==> config.mk <==
export PLATFORM = sky130hd
export DESIGN_NAME = bin2bcd_seq
export DESIGN_NICKNAME = d
export VERILOG_FILES = /design/src/rtl/bcd_pkg.sv /design/src/rtl/bcd_digit_adj.sv /design/src/rtl/bin2bcd_seq.sv
export SDC_FILE = /design/constraint.sdc
export NUM_CORES = 1
export LEC_CHECK = 0
export CORE_MARGIN = 8
export CORE_UTILIZATION = 58
export DETAILED_ROUTE_END_ITERATION = 8
export GPL_TIMING_DRIVEN = 0
export HOLD_SLACK_MARGIN = 0.15
export PLACE_DENSITY = 0.84
export SETUP_SLACK_MARGIN = 0.2
export SLEW_MARGIN = 30
export SYNTH_ARGS = -nofsm -noshare
export SYNTH_HDL_FRONTEND = slang
export SYNTH_SLANG_ARGS = --single-unit
==> constraint.sdc <==
create_clock -name clk -period 4.7 [get_ports clk]
set_input_delay 0.94 -clock clk [delete_from_list [all_inputs] [get_ports clk]]
set_output_delay 0.94 -clock clk [all_outputs]
set_load 0.005 [all_outputs]
==> src/rtl/bcd_pkg.sv <==
// ============================================================================
// Module : bcd_pkg
// Shared constants and helpers for the sequential binary-to-BCD converter.
// Rev    : 1.0  initial release
// ============================================================================
`default_nettype none

package bcd_pkg;

    localparam logic ST_IDLE  = 1'b0;
    localparam logic ST_SHIFT = 1'b1;

    localparam int BCD_ADJ_THRESH = 5;
    localparam int BCD_ADJ_ADD    = 3;

    function automatic int clog2(input int value);
        int r;
        int v;
        r = 0;
        v = value - 1;
        while (v > 0) begin
            r = r + 1;
            v = v >> 1;
        end
        return r;
    endfunction

    // Decimal digit to 10-bit one-hot; non-decimal codes decode to all zeros.
    function automatic logic [9:0] onehot10(input logic [3:0] d);
        logic [9:0] r;
        r = 10'b0;
        if (d <= 4'd9) begin
            r[d] = 1'b1;
        end
        return r;
    endfunction

endpackage

`default_nettype wire

==> src/rtl/bcd_digit_adj.sv <==
// ============================================================================
// Module : bcd_digit_adj
// Single-nibble double-dabble correction: add 3 when the digit is 5 or more.
// Rev    : 1.0  initial release
// ============================================================================
`default_nettype none

module bcd_digit_adj
    import bcd_pkg::*;
(
    input  logic [3:0] i_nib,
    output logic [3:0] o_nib
);

    assign o_nib = (i_nib >= 4'(BCD_ADJ_THRESH)) ? (i_nib + 4'(BCD_ADJ_ADD)) : i_nib;

endmodule

`default_nettype wire

==> src/rtl/bin2bcd_seq.sv <==
// ============================================================================
// Module : bin2bcd_seq
// Sequential shift-add-3 binary-to-BCD converter, one shift per clock.
// Optional: define BIN2BCD_ONEHOT_EN to add the registered digit_onehot output.
// Rev    : 1.0  initial release
// ============================================================================
`default_nettype none

module bin2bcd_seq
    import bcd_pkg::*;
#(
    parameter int BIN_W  = 16,
    parameter int DIGITS = 5
) (
    input  logic                  clk,
    input  logic                  rst,
    input  logic                  start,
    input  logic [BIN_W-1:0]      bin_in,
    output logic                  busy,
    output logic                  done,
    output logic [4*DIGITS-1:0]   bcd_out,
    output logic                  ovf
`ifdef BIN2BCD_ONEHOT_EN
    ,
    output logic [10*DIGITS-1:0]  digit_onehot
`endif
);

    localparam int CNT_W = clog2(BIN_W + 1);
    localparam int BCD_W = 4 * DIGITS;

    logic               r_state;
    logic               w_state_nxt;
    logic [CNT_W-1:0]   r_cnt;
    logic [BIN_W-1:0]   r_bin;
    logic [BCD_W-1:0]   r_bcd;
    logic [BCD_W-1:0]   w_adj;
    logic [BCD_W-1:0]   w_bcd_shift;
    logic               r_ovf_acc;
    logic               w_ovf_next;
    logic               w_accept;
    logic               w_last;
    logic [BCD_W-1:0]   r_bcd_out;
    logic               r_ovf;
    logic               r_busy;
    logic               r_done;

    generate
        for (genvar g = 0; g < DIGITS; g++) begin : g_adj
            bcd_digit_adj u_adj (
                .i_nib (r_bcd[4*g +: 4]),
                .o_nib (w_adj[4*g +: 4])
            );
        end
    endgenerate

    // The bit leaving the top adjusted nibble is a carry past the last digit.
    assign w_bcd_shift = {w_adj[BCD_W-2:0], r_bin[BIN_W-1]};
    assign w_ovf_next  = r_ovf_acc | w_adj[BCD_W-1];

    always_ff @(posedge clk) begin
        if (rst) begin
            r_state <= ST_IDLE;
        end else begin
            r_state <= w_state_nxt;
        end
    end

    always_comb begin
        w_state_nxt = r_state;
        case (r_state)
            ST_IDLE:  if (start)  w_state_nxt = ST_SHIFT;
            ST_SHIFT: if (w_last) w_state_nxt = ST_IDLE;
            default:              w_state_nxt = ST_IDLE;
        endcase
    end

    always_comb begin
        w_accept = (r_state == ST_IDLE) && start;
        w_last   = (r_state == ST_SHIFT) && (r_cnt == CNT_W'(BIN_W - 1));
    end

    always_ff @(posedge clk) begin
        if (rst) begin
            r_cnt     <= '0;
            r_bin     <= '0;
            r_bcd     <= '0;
            r_ovf_acc <= 1'b0;
            r_bcd_out <= '0;
            r_ovf     <= 1'b0;
            r_busy    <= 1'b0;
            r_done    <= 1'b0;
        end else begin
            r_done <= 1'b0;
            if (w_accept) begin
                r_bin     <= bin_in;
                r_bcd     <= '0;
                r_ovf_acc <= 1'b0;
                r_cnt     <= '0;
                r_busy    <= 1'b1;
            end else if (r_state == ST_SHIFT) begin
                r_bin     <= {r_bin[BIN_W-2:0], 1'b0};
                r_bcd     <= w_bcd_shift;
                r_ovf_acc <= w_ovf_next;
                r_cnt     <= r_cnt + 1'b1;
                if (w_last) begin
                    r_bcd_out <= w_bcd_shift;
                    r_ovf     <= w_ovf_next;
                    r_done    <= 1'b1;
                    r_busy    <= 1'b0;
                end
            end
        end
    end

    assign busy    = r_busy;
    assign done    = r_done;
    assign bcd_out = r_bcd_out;
    assign ovf     = r_ovf;

`ifdef BIN2BCD_ONEHOT_EN
    logic [10*DIGITS-1:0] r_onehot;

    generate
        for (genvar g = 0; g < DIGITS; g++) begin : g_onehot
            always_ff @(posedge clk) begin
                if (rst) begin
                    r_onehot[10*g +: 10] <= 10'b0000000001;
                end else if (w_last) begin
                    r_onehot[10*g +: 10] <= onehot10(w_bcd_shift[4*g +: 4]);
                end
            end
        end
    endgenerate

    assign digit_onehot = r_onehot;
`endif

endmodule

`default_nettype wire

==> results by group <==
Routing
  – Wirelength, routed: 7391 µm
  – TritonRoute pass-1 iters: 4
  – Iter 0 DRT Violations: 167
  – Final routed DRC violation total: 0
  – WL/cell: 15.33 µm
  – Final ANT Viol Nets: 0
  – Vias: 2690
  – Vias per inst: 5.581

Critical path
  – Max stage delay on crit path: 0.52 ns
  – Crit path from: busy$_SDFFE_PP0P_
  – Critical Path End: busy
  – Type of the worst setup path: flop to output port
  – Crit Path Max Fanout: 2
  – Crit start category: flop
  – Crit-path leading delay family: buffers and inverters
  – Worst-path cell chain: clkdlybuf4s50_1
  – Critical register-to-register path endpoint: bcd_out[10]$_SDFFE_PP0P_
  – Reg-to-reg startpoint: r_cnt[0]$_SDFFE_PP0P_
  – Setup crit end kind: output port
  – Number of cells on the critical path: 1
  – Required @ worst endpoint: 3.76 ns
  – Critical-path top delay cell: clkdlybuf4s50_1
  – R2R Setup Slk: 2.87 ns
  – Reg2Reg Depth: 7
  – Worst Path Arrival: 1.21 ns
  – CP Buf/Inv Count: 1

Synthesis
  – Yosys warning total: 0
  – Ys async rst share: 0
  – Seq/Total Area, Yosys: 0.4333
  – Top FF cell, synth: dfxtp_1
  – EDFF count, synth: 0
  – #FFs+latches synth: 66
  – Post-synth cell types: 33
  – Syn Std Cell Area: 3049 µm²
  – Synth Instances: 357
  – Synth Net Count: 388
  – Syn_area_per_cell: 8.541 µm²

Cells and area
  – Share of layout cells above drive strength 1: 0.1044
  – ANT cells: 0
  – Synth-to-layout area growth: 22.24%
  – Multi-input logic area: 1569 µm²
  – Final instance area: 3727 µm²
  – Register Area: 1321 µm²
  – Final nets: 439
  – # fillers: 407

STA
  – PnR worst setup slack: 2.554 ns
  – Headroom to the max-slew limit: 0.6142
  – # setup viols final: 0
  – Final Critical Period: 2.146 ns
  – Final TNS setup: 0 ns
  – Max-slew violations: 0
  – RSZ-0062 raised after global routing: no
  – Worst-margin pin slew: 0.5787 ns
  – F_max: 0.4660 GHz
  – Skew final: 0.007569 ns
  – Crit share post-route: 0.4565
  – Hold Fails Final Rpt: 0

Power
  – Clock power frac: 0.394
  – Worst IR Drop VDD: 0.2521 mV
  – Switching share of power: 0.2450
  – Static leakage: 1.364 nW
  – Pwr/cell area: 309.3 nW/µm²
  – Sw Pwr: 282.4 µW
  – Comb pwr share: 0.101
  – Total Power: 1.153 mW
  – Power share of the sequential group: 0.505
  – Pint: 870.4 µW

Clock network
  – Clock Sinks: 66
  – Clk_lat worst skew: 0.34 ns
  – Clock buffer count from CTS: 9
  – CTS HTree Levels: 3
  – Hold buffers post-CTS: 0
  – # resized after CTS: 0
  – Clk buf depth: 2
  – CTS tree: yes
  – Clk slew on worst S/H paths: 0.07 ns
  – Setup Fix Bufs, Post-CTS: 0
  – Clk root buf: clkbuf_8

Job
  – Max Cap Viol: 0

Die
  – Core area: 5107 µm²
  – Site Rows: 26
  – Die H: 88.51 µm
  – Die Wd: 88.51 µm
  – Area of the die: 7833 µm²
  – # IOs: 42
  – Starting Density: 0.5970

Global route
  – First-pass GRT wire length: 12330 µm
  – GRT Overall Usage: 0.2038
  – Vias in the first global route: 2683
  – Pin count of the biggest net entering global routing: 11
  – Initial antenna violation count: 0
  – Remaining Overflow, GRT: 0

Place
  – Pre-CTS WS: 2.268 ns
  – Port Buffers: 40
  – Gp weighted congestion: 0.7964
  – Placed Area: 3537 µm²
  – DP Wirelength: 5310 µm

Outcome
  – Status: finished, final reports clean

Worst hold path
  – Hold Path Class: flop to flop
  – Hold Startpoint: bcd_out[15]$_SDFFE_PP0P_
-- layer usage --
layer  vias up  global-route usage  share of wire
met3        12             0.05478          0.042
met4         0             0.08909          0.019
met1      1276              0.2289           0.45
met2        78              0.3523           0.49
li1       1324                   -              -
met5         -                   0              0
-- layout by cell type, fill, tap and decap left out, types with 6 or more instances in the layout --
cell and instances:
a21oi_2 6, nor3_1 6, buf_2 10, nand2b_1 10
nand3_1 10, inv_1 12, ha_1 12, clkbuf_8 13
a21oi_1 38, clkdlybuf4s50_1 40, nor2_1 43, dfxtp_1 66
o21ai_0 31, mux2i_1 18, xnor2_1 6, nand2_1 39
-- how the worst min path moves through the flow --
stage | to | slack, ns | cells after the start
final | bcd_out[15]$_SDFFE_PP0P_ | 0.45 | 2
after global routing | bcd_out[15]$_SDFFE_PP0P_ | 0.48 | 2
after CTS | bcd_out[15]$_SDFFE_PP0P_ | 0.45 | 2
after detailed placement | bcd_out[15]$_SDFFE_PP0P_ | 0.44 | 2
after global placement | bcd_out[7]$_SDFFE_PP0P_ | 0.43 | 2
after floorplan | r_ovf_acc$_SDFFE_PP0P_ | 0.43 | 2
-- metrics by stage --
step / hold WS (ns) / util / std cells
finish: 0.4477 / 0.7298 / 482
global route: 0.4778 / 0.7298 / 482
CTS: 0.4508 / 0.7298 / 482
detailed placement: 0.4423 / 0.6926 / 467
global placement: 0.4344 / 0.6926 / 467
floorplan: 0.4270 / - / 357
-- flip-flops by register name, summed over array words and instances, names as in the netlist --
signal / flops
bcd_out: 20
busy: 1
done: 1
ovf: 1
r_bcd: 20
r_bin: 16
r_cnt: 5
r_ovf_acc: 1
r_state: 1
-- final cells by class --
| cell class | instances | share of cell area |
|---|---|---|
| Clock buffer | 14 | 0.04901 |
| Multi-Input combinational cell | 260 | 0.4209 |
| Tap cell | 70 | 0.02350 |
| Clock inverter | 1 | 0.002014 |
| Buffer | 19 | 0.03055 |
| Timing Repair Buffer | 40 | 0.1074 |
| Sequential cell | 66 | 0.3545 |
| Inverter | 12 | 0.01208 |
-- kinds of logic after synthesis --
kind of cell	count (synthesis)	synth area share
compound gates	99	0.1994
xor+xnor	8	0.02298
fa+ha+maj	12	0.04924
buf+inv	31	0.05211
flops	66	0.4333
mux	18	0.05909
simple gates	123	0.1838
-- cells in the mapped netlist, drive strengths merged, types with 3 or more instances --
master | number | share of area
clkbuf | 4 | 0.0049
ha | 12 | 0.049
nand2b | 10 | 0.021
mux2i | 18 | 0.059
a21oi | 44 | 0.080
nor2b | 6 | 0.015
xnor2 | 6 | 0.017
o21ai | 34 | 0.056
inv | 12 | 0.015
o22ai | 5 | 0.010
buf | 15 | 0.032
dfxtp | 66 | 0.43
nand2 | 39 | 0.048
a211oi | 3 | 0.0090
o311ai | 5 | 0.027
a31oi | 5 | 0.010
nor2 | 43 | 0.053
nor3 | 6 | 0.0098
nand3 | 10 | 0.016
nor3b | 5 | 0.012
-- power by group through the flow --
stage	Sequential [mW]	Clock (mW)	Combinational, mW
final	0.582	0.454	0.117
after global routing	0.583	0.491	0.128
after CTS	0.582	0.459	0.116
after detailed placement	0.594	0	0.115
after global placement	0.593	0	0.111
after floorplan	0.592	0	0.0782
Note: power is estimated with default switching activity, not from simulation.
